### src/rtl/hyst_window_trigger.sv
// Per-channel self-trigger: per-sample threshold compare (stage 1) feeding a
// windowing FSM with post-extension, retrigger, length cap and holdoff (stage 2).
module hyst_window_trigger #(
   parameter int unsigned S_AXIS_TDATA_WIDTH   = 128,
   parameter int unsigned ADC_RESOLUTION_WIDTH = 12,
   parameter int unsigned TIME_STAMP_WIDTH     = 16,
   parameter int unsigned LEN_WIDTH            = 8,
   parameter int unsigned TRG_CNT_WIDTH        = 16
) (
   input  logic                                   AXIS_ACLK,
   input  logic                                   AXIS_ARESETN,
   input  logic                                   ENABLE,
   input  logic                                   POLARITY,
   input  logic signed [ADC_RESOLUTION_WIDTH-1:0] BASELINE,
   input  logic signed [ADC_RESOLUTION_WIDTH:0]   THRESH_HI,
   input  logic signed [ADC_RESOLUTION_WIDTH:0]   THRESH_LO,
   input  logic [LEN_WIDTH-1:0]                   ACQUI_LEN,
   input  logic [LEN_WIDTH-1:0]                   POST_ACQUI_LEN,
   input  logic [TIME_STAMP_WIDTH-1:0]            CURRENT_TIME,
   input  logic [S_AXIS_TDATA_WIDTH-1:0]          S_AXIS_TDATA,
   output logic                                   O_TRIGGERED_FLAG,
   output logic [TIME_STAMP_WIDTH-1:0]            O_TIME_STAMP,
   output logic [((S_AXIS_TDATA_WIDTH/16) > 1 ? $clog2(S_AXIS_TDATA_WIDTH/16) : 1)-1:0] O_FIRST_IDX,
   output logic                                   O_OVER_LEN,
   output logic [TRG_CNT_WIDTH-1:0]               O_TRG_COUNT
);

   localparam int unsigned SPT   = S_AXIS_TDATA_WIDTH / 16;
   localparam int unsigned IDX_W = (SPT > 1) ? $clog2(SPT) : 1;
   localparam int unsigned AMP_W = ADC_RESOLUTION_WIDTH + 1;

   typedef enum logic [2:0] {IDLE, ARMED, ACTIVE, POST, HOLDOFF} state_t;

   // Low nibble of each 16-bit lane carries no sample information.
   logic unused_tdata;
   assign unused_tdata = ^S_AXIS_TDATA;

   logic signed [ADC_RESOLUTION_WIDTH-1:0] smp;
   logic signed [AMP_W-1:0]                smp_x, bl_x, amp;
   logic                                   hi_d, hi_q, lo_d, lo_q;
   logic [IDX_W-1:0]                       idx_d, idx_q;
   logic [TIME_STAMP_WIDTH-1:0]            time_q;

   // Stage 1: polarity-corrected amplitude per sample, reduced to hi/lo/first index.
   always_comb begin
      hi_d  = 1'b0;
      lo_d  = 1'b1;
      idx_d = '0;
      smp   = '0;
      smp_x = '0;
      bl_x  = {BASELINE[ADC_RESOLUTION_WIDTH-1], BASELINE};
      amp   = '0;
      for (int i = int'(SPT) - 1; i >= 0; i--) begin
         smp   = S_AXIS_TDATA[16*i+15 -: ADC_RESOLUTION_WIDTH];
         smp_x = {smp[ADC_RESOLUTION_WIDTH-1], smp};
         amp   = POLARITY ? (bl_x - smp_x) : (smp_x - bl_x);
         if (amp >= THRESH_HI) begin
            hi_d  = 1'b1;
            idx_d = IDX_W'(i);
         end
         if (!(amp < THRESH_LO)) lo_d = 1'b0;
      end
   end

   always_ff @(posedge AXIS_ACLK or negedge AXIS_ARESETN) begin
      if (!AXIS_ARESETN) begin
         hi_q   <= 1'b0;
         lo_q   <= 1'b0;
         idx_q  <= '0;
         time_q <= '0;
      end else begin
         hi_q   <= hi_d;
         lo_q   <= lo_d;
         idx_q  <= idx_d;
         time_q <= CURRENT_TIME;
      end
   end

   state_t                      state_d, state_q;
   logic [LEN_WIDTH-1:0]        len_cnt_d, len_cnt_q, post_cnt_d, post_cnt_q;
   logic [LEN_WIDTH-1:0]        acq_len_d, acq_len_q, post_len_d, post_len_q;
   logic [TIME_STAMP_WIDTH-1:0] ts_d, ts_q;
   logic [IDX_W-1:0]            fidx_d, fidx_q;
   logic [TRG_CNT_WIDTH-1:0]    cnt_d, cnt_q;
   logic                        flag_d, flag_q, over_d, over_q, cap_hit;

   // Stage 2: window FSM. ENABLE low overrides everything; cap beats retrigger beats expiry.
   always_comb begin
      state_d    = state_q;
      len_cnt_d  = len_cnt_q;
      post_cnt_d = post_cnt_q;
      acq_len_d  = acq_len_q;
      post_len_d = post_len_q;
      ts_d       = ts_q;
      fidx_d     = fidx_q;
      cnt_d      = cnt_q;
      over_d     = 1'b0;
      cap_hit    = (acq_len_q != '0) && (len_cnt_q == acq_len_q);
      if (!ENABLE) begin
         state_d = IDLE;
      end else begin
         case (state_q)
            IDLE:  state_d = ARMED;
            ARMED: begin
               if (hi_q) begin
                  state_d    = ACTIVE;
                  ts_d       = time_q;
                  fidx_d     = idx_q;
                  acq_len_d  = ACQUI_LEN;
                  post_len_d = POST_ACQUI_LEN;
                  len_cnt_d  = LEN_WIDTH'(1);
                  post_cnt_d = '0;
                  if (cnt_q != '1) cnt_d = cnt_q + TRG_CNT_WIDTH'(1);
               end
            end
            ACTIVE: begin
               len_cnt_d = len_cnt_q + LEN_WIDTH'(1);
               if (cap_hit) begin
                  state_d = HOLDOFF;
                  over_d  = 1'b1;
               end else if (lo_q && !hi_q) begin
                  state_d    = (post_len_q == '0) ? ARMED : POST;
                  post_cnt_d = '0;
               end
            end
            POST: begin
               len_cnt_d = len_cnt_q + LEN_WIDTH'(1);
               if (cap_hit) begin
                  state_d = HOLDOFF;
                  over_d  = 1'b1;
               end else if (hi_q) begin
                  state_d = ACTIVE;
               end else if (post_cnt_q == post_len_q - LEN_WIDTH'(1)) begin
                  state_d = ARMED;
               end else begin
                  post_cnt_d = post_cnt_q + LEN_WIDTH'(1);
               end
            end
            HOLDOFF: if (lo_q) state_d = ARMED;
            default: state_d = IDLE;
         endcase
      end
      flag_d = (state_d == ACTIVE) || (state_d == POST);
   end

   always_ff @(posedge AXIS_ACLK or negedge AXIS_ARESETN) begin
      if (!AXIS_ARESETN) begin
         state_q    <= IDLE;
         len_cnt_q  <= '0;
         post_cnt_q <= '0;
         acq_len_q  <= '0;
         post_len_q <= '0;
         ts_q       <= '0;
         fidx_q     <= '0;
         cnt_q      <= '0;
         flag_q     <= 1'b0;
         over_q     <= 1'b0;
      end else begin
         state_q    <= state_d;
         len_cnt_q  <= len_cnt_d;
         post_cnt_q <= post_cnt_d;
         acq_len_q  <= acq_len_d;
         post_len_q <= post_len_d;
         ts_q       <= ts_d;
         fidx_q     <= fidx_d;
         cnt_q      <= cnt_d;
         flag_q     <= flag_d;
         over_q     <= over_d;
      end
   end

   assign O_TRIGGERED_FLAG = flag_q;
   assign O_TIME_STAMP     = ts_q;
   assign O_FIRST_IDX      = fidx_q;
   assign O_OVER_LEN       = over_q;
   assign O_TRG_COUNT      = cnt_q;

endmodule

### config.mk
export PLATFORM = sky130hd
export DESIGN_NAME = hyst_window_trigger
export DESIGN_NICKNAME = d
export VERILOG_FILES = /design/src/rtl/hyst_window_trigger.sv
export SDC_FILE = /design/constraint.sdc
export NUM_CORES = 1
export LEC_CHECK = 0
export ABC_AREA = 1
export ABC_CLOCK_PERIOD_IN_PS = 2500
export CORE_UTILIZATION = 52
export CTS_CLUSTER_SIZE = 40
export DETAILED_ROUTE_END_ITERATION = 8
export PLACE_DENSITY = 0.78
export SETUP_SLACK_MARGIN = 0.02
export SYNTH_ARGS = -nofsm -noshare
export SYNTH_HDL_FRONTEND = slang
export SYNTH_SLANG_ARGS = --single-unit
### constraint.sdc
create_clock -name AXIS_ACLK -period 2.5 [get_ports AXIS_ACLK]
set_clock_uncertainty 0.1 [all_clocks]
set_input_delay 0.5 -clock AXIS_ACLK [delete_from_list [all_inputs] [get_ports AXIS_ACLK]]
set_output_delay 0.5 -clock AXIS_ACLK [all_outputs]
set_load 0.05 [all_outputs]
; ---- Word level (Yosys, flattened, before mapping)
; Index checks and enable logic that the tools add are counted.
[word_totals]
ff_bits = 93
latchBits = 0
ram_bits = 0
rom_bits = 0
out_inout_bits = 37
elab_cells = 133
mem_count = 0
[op_classes]
n_addsub = 20
multipliers = 0
div = 0
n_lt_le_gt_ge = 16
eq_ne = 15
n_shift = 0
n_mux = 54
bitwise = 0
reduce_logical = 14
[op_table]
columns = op, n
row1 = $sub A12 B12 Y13, 16
row2 = $ge A13 B13 Y1, 8
row3 = $lt A13 B13 Y1, 8
row4 = $mux W13, 8
row5 = $mux W8, 7
row6 = $mux W3, 16
row7 = $pmux W8 S3, 1
row8 = $mux W1, 19
row9 = $add A16 B1 Y16 const B, 1
row10 = $add A8 B1 Y8 const B, 2
row11 = $eq A8 B8 Y1, 2
row12 = $ne A16 B16 Y1 const B, 1
row13 = $pmux W8 S2, 1
row14 = $pmux W3 S5, 1
row15 = $eq A3 B2 Y1 const B, 4
row16 = $ne A2 B2 Y1 const B, 6
row17 = $logic_not A8 Y1, 1
row18 = $reduce_and A8 Y1, 1
row19 = $reduce_bool A8 Y1, 1
row20 = $sub A8 B1 Y8 const B, 1
row21 = $reduce_and A3 Y1, 2
row22 = $reduce_and A4 Y1, 1
row23 = $eq A3 B1 Y1 const B, 1
row24 = $eq A3 B3 Y1 const B, 1
row25 = other kinds (8), 9

; ---- Logic depth before layout (Yosys ltp)
; Gate-level depths: netlist of run 1.
[depth]
ltp_word = 11
depth_mapped = 28

; ---- Least setup slack after synthesis of run 1
; OpenSTA, ideal clock, no wires.
[synth_timing]
path_type = input port to flip-flop
from = input port BASELINE[1]
to = register idx_q[1]
setup_time_ps = 125
arrival_time_ps = 3529
required_time_ps = 2275
setup_slack_ps = -1254
stages = 23
cell_sequence = inv_1 -> ha_1 -> nand2_1 -> nor2_1 -> nand2_1 -> nand3_1 -> o21ai_0 -> nor2_1 -> a21oi_1 -> o21ai_0 -> xor2_1 -> inv_1 -> ha_1 -> nand2_1 -> nor2_1 -> inv_1 -> nor2_1 -> nand2_1 -> nand3_1 -> nand3_1 -> nor3_1 -> nand3b_1 -> a21oi_1
[synth_via]
elab_chain_len = 11
word_cells_on_any_way = 40
classes_between = add/sub: 16 / order compare: 8 / mux: 16
[synth_lines]
columns = element, line_no
row1 = "start, declared", 14  ; input logic signed [ADC_RESOLUTION_WIDTH-1:0] BASELINE,
row2 = $sub A12 B12 Y13, 56  ; amp = POLARITY ? (bl_x - smp_x) : (smp_x - bl_x);
row3 = $mux W13, 56
row4 = $ge A13 B13 Y1, 57  ; if (amp >= THRESH_HI) begin
row5 = $mux W3 (7 in a row), 57
row6 = $mux W3 *, 57
row7 = via idx_d[1], 41  ; logic [IDX_W-1:0] idx_d, idx_q;
row8 = "end signal, assigned", 74  ; idx_q <= idx_d;
row9 = "end, declared", 41
; Mark *: on every way through the listed nets, which the timed path passes. The rest lies on a longest branch.
; A chain may end at the register's enable or synchronous reset.

; ---- Worst setup path after layout of run 1
[layout_timing]
from = input port BASELINE[9]
to = register lo_q
[layout_via]
elab_chain_len = 11
word_cells_on_any_way = 40
classes_between = add/sub: 16 / order compare: 8 / mux: 16
[layout_lines]
columns = element, line_no
row1 = $sub A12 B12 Y13, 56
row2 = $mux W13, 56
row3 = $lt A13 B13 Y1, 61  ; if (!(amp < THRESH_LO)) lo_d = 1'b0;
row4 = $mux W1 (7 in a row), 61
row5 = $mux W1 *, 61
row6 = via lo_d, 40  ; logic hi_d, hi_q, lo_d, lo_q;
row7 = "end signal, assigned", 73  ; lo_q <= lo_d;
row8 = "end, declared", 40
; Marks and branches as above.

==> results.py, run 1 <==
metrics = {
    "setup_path": {
        "cp-start-kind": "input pin",
        "r2r-start": "post_len_q[0]",
        "cpLargestDelayFamily": "simple AND/OR/NAND/NOR gates",
        "cpPeakStageDelay_ps": 350,
        "cp.arrival_ps": 3900,
        "crit_slowest_cell": "a221oi_1",
        "r2r_setup_slack_ps": 320,
        "worstPathMaxFanout": 4,
        "r2r-end": "post_cnt_q[1]",
        "reg2reg_depth": 12,
        "worstPathRequired_ps": 2690,
        "end_kind": "register",
        "crit_buf_inv": 9,
        "crit_type": "input pin to register",
    },
    "outcome": {
        "status": "complete, but fails checks",
        "failed_checks": "setup timing",
    },
    "placement": {
        "port_buffers": 206,
        "place.gp.congestion": 0.995,
        "pre_cts_slack_ps": -2320,
        "dp_hpwl_um": 56500,
    },
    "clock_network": {
        "worstSkewPairLatency_ps": 360,
        "clk_pin_slew_ps": 70,
        "clockRootBuffer": "clkbuf_16",
        "htreeDepth": 3,
        "cts_tree": "done",
        "cts_buffers": 9,
        "cts_buffer_depth": 2,
        "cts_sinks": 93,
    },
    "logic_synthesis": {
        "synth-seq-area-share_pct": 13.1,
        "ys_warn_count": 0,
        "syn_inst": 2654,
        "syn_area_per_cell_sq_um": 6.71,
        "synth_area_sq_mm": 0.0178,
        "synth_nets": 3268,
        "synth_seq_cells": 93,
        "ys_types": 50,
    },
    "floorplan": {
        "die_y_um": 187,
        "io_pins": 239,
        "die-area_sq_mm": 0.0350,
        "start_util_pct": 53.0,
        "coreArea_sq_mm": 0.0336,
        "die_w_um": 187,
        "rows": 67,
    },
    "global_route": {
        "grt_max_degree": 44,
        "grt_first_pass_wirelength_um": 118000,
        "antenna_found_initial": 2,
        "grt_overflow_total": 0,
        "track_usage_pct": 42.2,
        "grt_pass1_vias": 22800,
    },
    "sta": {
        "worst_slew_pin_slew_ps": 647,
        "worst_hold_slack_ps": 350,
        "fmax_mhz": 269,
        "grt_setup_unrepaired": "yes",
        "setup_viol": 5,
        "final.setup.worst_slack_ps": -1220,
        "timing.final.max_slew_violations": 0,
        "period_needed_ps": 3720,
        "hold_viol": 0,
        "relSlewSlack_pct": 56.8,
        "fin_crit_sh_pct": 149,
    },
    "pwr": {
        "p_int_w": 0.00690,
        "clockPowerShare_pct": 9.8,
        "pwr-share-seq_pct": 15.4,
        "power_density_mw_per_mm2": 470,
        "p_leak_nw": 14.7,
        "p_comb_share_pct": 74.7,
        "total_power_w": 0.0135,
        "swShare_pct": 49.0,
        "p_sw_w": 0.00664,
        "ir_drop_v": 0.000696,
    },
    "cells_and_area": {
        "post_route_cells_drive_above_1_share_pct": 35.1,
        "final_util_pct": 85.7,
        "syn2layout_area_growth_pct": 61.8,
        "layout.nets": 4072,
    },
    "detailed_routing": {
        "routedWlPerCell_um": 20.0,
        "drt_pass1_iterations": 5,
        "drt-initial-drc-count": 2156,
        "vias": 22800,
        "via_per_inst": 5.82,
        "drt_wl_total_um": 78300,
        "ant_nets": 0,
        "drc": 0,
    },
    "hold_path": {
        "min_to": "O_FIRST_IDX[2]",
        "holdPathStages": 2,
        "min_path_type": "register to register",
        "hp-start": "idx_q[2]",
    },
    "job": {
        "max_cap_viol_count": 0,
    },
}
[power by group through the flow]
stage | registers [W] | clock network, W | logic (W)
6_report | 0.00209 | 0.00133 | 0.0101
4_1_cts | 0.00208 | 0.00134 | 0.00918
3_5_place_dp | 0.00210 | 0 | 0.00811
5_1_grt | 0.00212 | 0.00139 | 0.0108
2_1_floorplan | 0.00262 | 0 | 0.00404
3_3_place_gp | 0.00208 | 0 | 0.00780
[registers in the layout, summed over array words and instances, names as in the netlist]
register,cells
O_TRIGGERED_FLAG,1
lo_q,1
state_q,3
len_cnt_q,8
post_len_q,8
O_OVER_LEN,1
idx_q,3
O_FIRST_IDX,3
acq_len_q,8
post_cnt_q,8
time_q,16
hi_q,1
O_TIME_STAMP,16
O_TRG_COUNT,16
[logic make-up (layout without fill, tap and decap cells)]
group                      Yosys count  after routing  share of synthesized area (%)
DFF                                 93             93                           13.1
and+or+nand+nor                   1037           1037                           24.2
other                                0              2                              0
AOI/OAI and AO/OA                  506            506                           15.9
xor gates and xnor gates           151            151                           7.42
adders and majority gates          412            412                           29.6
buffers and inverters              448           1257                           9.47
muxes                                7              7                          0.400
[how the worst max path moves through the flow]
stage,slack (ps),startpoint,cells past startpoint,end
floorplan,-1020,BASELINE[1],23,idx_q[1]
global placement,-2230,BASELINE[9],25,idx_q[2]
detailed placement,-2320,BASELINE[9],25,idx_q[2]
CTS,-1000,BASELINE[4],23,hi_q
global route,-1390,BASELINE[6],24,lo_q
finish,-1220,BASELINE[9],26,lo_q
[worst reg2reg max path: cells and delay by family, from the launching register on]
| family | cells | cell delay (ps) |
|---|---|---|
| xor+xnor | 2 | 360 |
| fa+ha+maj | 1 | 200 |
| simple gates | 8 | 910 |
| buf+inv | 1 | 110 |
| flops | 1 | 400 |
[cell type report]
type / instances / area, sq um
Clock inverter: 7 / 62.6
Sequential cell: 93 / 2330
Clock buffer: 9 / 225
Timing Repair Buffer: 831 / 7100
Inverter: 410 / 1590
Antenna cell: 2 / 5.00
Multi-Input combinational cell: 2113 / 17000
Fill cell: 1881 / 4800
Tap cell: 448 / 561
[cell usage in the layout, fill, tap and decap left out, drive strengths merged, types with 34 or more instances in the layout]
| cell | n |
|---|---|
| inv | 407 |
| ha | 396 |
| nor2 | 162 |
| buf | 638 |
| dfrtp | 93 |
| xnor2 | 40 |
| nand3 | 135 |
| a21oi | 240 |
| dlygate4sd2 | 58 |
| xor2 | 111 |
| clkdlybuf4s50 | 121 |
| nand2 | 658 |
| o21ai | 163 |
| nor3 | 34 |
[cells in the mapped netlist (all sizes together)]
cell type  instances  share of area, %
nand4             20              0.70
a31oi             10              0.35
nand2b             1             0.035
nor4              11              0.47
o32a               1             0.056
a211oi             5              0.21
mux2i              6              0.34
or3b               1             0.049
buf               11              0.27
dfrtp             93                13
or2                4              0.14
a31o               2             0.098
nor3b              5              0.21
xnor2             40               2.0
and2               1             0.035
nor2             162               3.6
o22ai              6              0.21
a221oi            23               1.1
o21bai            17              0.72
a21bo              1             0.056
a22oi              1             0.042
o31ai              5              0.21
fa                16               1.8
mux2               1             0.063
o211ai            11              0.46
and3               1             0.035
nand2            658                14
xor2             111               5.5
nor3              34              0.98
o2111ai            4              0.20
o21a               1             0.042
a21o               7              0.29
clkinv             3             0.063
o21ai            163               4.6
o221ai             7              0.34
clkbuf            27              0.57
nand3b             4              0.17
inv              407               8.6
nand3            135               3.8
ha               396                28
a211o              2             0.098
a21oi            240               6.7
[metrics by stage]
step	instance area (sq um)	TNS [ps]	instances
global placement	24700	-10740	3815
global route	28800	-6500	3911
CTS	27900	-4950	3899
finish	28800	-5860	3913
detailed placement	24700	-11260	3815
floorplan	17900	-4860	2654
[repair_timing]
action,in CTS,in global routing
resized for setup,635,205
hold endpoints to repair,30,0
cloned,0,0
hold buffers,1,0
setup endpoints to repair,5,6
buffers inserted,69,12
pin swaps,209,116
[metal layers]
layer	part of all wire [%]	global-route usage, %
met4	6.9	24.1
met3	9.9	6.81
met1	38	51.4
met5	0	0
met2	45	70.3
(Power assumes the default switching activity.)
==> inputs of run 2 (changes only) <==
--- a/config.mk
+++ b/config.mk
@@ -8,3 +8,3 @@
 export ABC_AREA = 1
-export ABC_CLOCK_PERIOD_IN_PS = 2500
+export ABC_CLOCK_PERIOD_IN_PS = 4500
 export CORE_UTILIZATION = 52
==> constraint.sdc (replaced) <==
create_clock -name AXIS_ACLK -period 4.5 [get_ports AXIS_ACLK]
set_clock_uncertainty 0.1 [all_clocks]
set_input_delay 0.675 -clock AXIS_ACLK [delete_from_list [all_inputs] [get_ports AXIS_ACLK]]
set_output_delay 0.675 -clock AXIS_ACLK [all_outputs]
set_load 0.05 [all_outputs]
==> results.py, run 2 (synthesis results as in run 1) <==
metrics = {
    "cells_and_area": {
        "finish.instance_area_sq_mm": 0.0236,
        "multi_input_area_sq_mm": 0.0141,
        "final_cell_mix": "nand2_1 (648), inv_1 (400), ha_1 (388)",
        "fin_cells": 3640,
        "syn2layout_area_growth_pct": 32.7,
        "antenna_cells": 0,
        "layout.nets": 3801,
        "post_route_cells_drive_above_1_share_pct": 14.4,
        "area.sequential_sq_mm": 0.00233,
        "mostFrequentLayoutCell": "nand2_1",
        "nFillCells": 2923,
    },
    "floorplan": {
        "die_w_um": 187,
        "die-area_sq_mm": 0.0350,
        "die_y_um": 187,
        "coreArea_sq_mm": 0.0336,
        "start_util_pct": 53.0,
        "rows": 67,
        "io_pins": 239,
    },
    "sta": {
        "final.setup.worst_slack_ps": 149,
        "hold_viol": 0,
        "grt_setup_unrepaired": "yes",
        "tns_ps": 0,
        "worst_slew_pin_slew_ps": 793,
        "fmax_mhz": 230,
        "period_needed_ps": 4350,
        "relSlewSlack_pct": 46.8,
        "setup_viol": 0,
        "timing.final.max_slew_violations": 0,
        "fin_crit_sh_pct": 96.7,
    },
    "placement": {
        "placed_cell_area_sq_mm": 0.0229,
        "place.gp.congestion": 0.992,
        "port_buffers": 206,
        "dp_hpwl_um": 51900,
        "dpl.cell_count": 3610,
        "pre_cts_slack_ps": -374,
    },
    "setup_path": {
        "reg2reg_depth": 7,
        "r2r-end": "len_cnt_q[6]",
        "r2r_setup_slack_ps": 1660,
        "end_kind": "register",
        "r2r-start": "state_q[1]",
        "crit_type": "input pin to register",
        "cp.arrival_ps": 4490,
        "worstPathMaxFanout": 6,
        "worstPathRequired_ps": 4640,
        "cp-start-kind": "input pin",
    },
    "global_route": {
        "grt_max_degree": 96,
        "track_usage_pct": 35.6,
        "grt_pass1_vias": 19500,
        "grt_overflow_total": 0,
        "antenna_found_initial": 0,
        "grt_first_pass_wirelength_um": 98900,
    },
    "clock_network": {
        "worstSkewPairLatency_ps": 350,
        "cts_buffer_depth": 2,
        "cts_tree": "done",
        "clk_pin_slew_ps": 60,
        "htreeDepth": 3,
        "cts_sinks": 93,
        "cts_hold_buffers": 0,
        "clockRootBuffer": "clkbuf_16",
        "cts_buffers": 9,
    },
    "detailed_routing": {
        "drt_pass1_iterations": 6,
        "drc": 0,
        "vias": 20100,
        "routedWlPerCell_um": 17.6,
        "drt-initial-drc-count": 1482,
        "drt_wl_total_um": 63900,
        "ant_nets": 0,
        "via_per_inst": 5.51,
    },
    "hold_path": {
        "min_path_type": "input pin to asynchronous set/reset pin",
    },
    "pwr": {
        "power_density_mw_per_mm2": 268,
        "p_leak_nw": 12.8,
        "ir_drop_v": 0.000367,
        "total_power_w": 0.00634,
    },
    "outcome": {
        "status": "complete, no violations",
    },
    "job": {
        "max_cap_viol_count": 0,
    },
}
-- run 2: cell types whose count changed in the layout (fill, tap and decap cells not counted), moves of 49 or more --
cell / before / now
buf_4: 574 / 344
ha_1: 287 / 388
ha_4: 103 / 3
nand2_1: 563 / 648
clkdlybuf4s50_1: 121 / 202
nand2_2: 77 / 9
a21oi_1: 165 / 230
dlygate4sd2_1: 58 / 0
inv_1: 346 / 400
a21oi_2: 61 / 9
o21ai_0: 85 / 134
-- run 2: layout make-up --
type                            instances  area share (%)
Clock buffer                           11           0.985
Clock inverter                          5           0.259
Inverter                              410            6.53
Multi-Input combinational cell       2113            59.6
Sequential cell                        93            9.85
Tap cell                              448            2.37
Timing Repair Buffer                  560            20.4
-- run 2: what timing repair did --
| action | 4_1_cts | 5_1_grt |
|---|---|---|
| cloned | 0 | 0 |
| pin swaps | 1 | 18 |
| setup buffers | 1 | 13 |
| resized for setup | 2 | 97 |
| endpoints found under the setup margin | 2 | 5 |
-- run 2: stage by stage --
stage	utilization, %	hold WS [ps]
floorplan	-	279
global placement	68.2	329
detailed placement	68.2	342
CTS	69.1	281
global route	70.3	317
finish	70.3	254
-- run 2: routing by layer --
layer	up-vias	GRT usage, %	share of wire (%)
met5	-	0	0
met4	0	16.0	4.9
met3	195	5.01	8.7
met2	933	59.6	45
met1	9095	45.2	42
li1	9831	-	-
-- run 2: worst max-delay path by stage --
stage / cells after the start / start / to
floorplan: 23 / BASELINE[1] / idx_q[1]
global placement: 22 / BASELINE[1] / idx_q[2]
detailed placement: 21 / BASELINE[1] / hi_q
global route: 23 / BASELINE[0] / hi_q
finish: 24 / BASELINE[6] / lo_q
CTS: 24 / BASELINE[1] / hi_q
-- run 2: worst max-delay path, stage by stage --
cell and delay, ps:
clkdlybuf4s50_1 540, inv_1 110, buf_12 160, buf_4 130
ha_2 370, nand2_1 140, o21ai_0 270, nand2_1 100
nand3_1 130, xor2_1 160, nand2_1 60, nand2_1 170
inv_1 100, ha_1 330, nand2_1 70, inv_1 60
nand3_1 130, nor3_1 160, o21ai_0 140, nand2_1 100
xnor2_1 150, inv_1 70, nand4_1 90, nor2_1 40
-- run 2: power breakdown --
part / leakage (nW) / switching (W) / internal, W / total (W)
Sequential: 1.19 / 0.000140 / 0.00101 / 0.00115
Clock: 0.132 / 0.000319 / 0.000432 / 0.000750
Combinational: 11.5 / 0.00259 / 0.00184 / 0.00443
Total: 12.8 / 0.00305 / 0.00328 / 0.00634
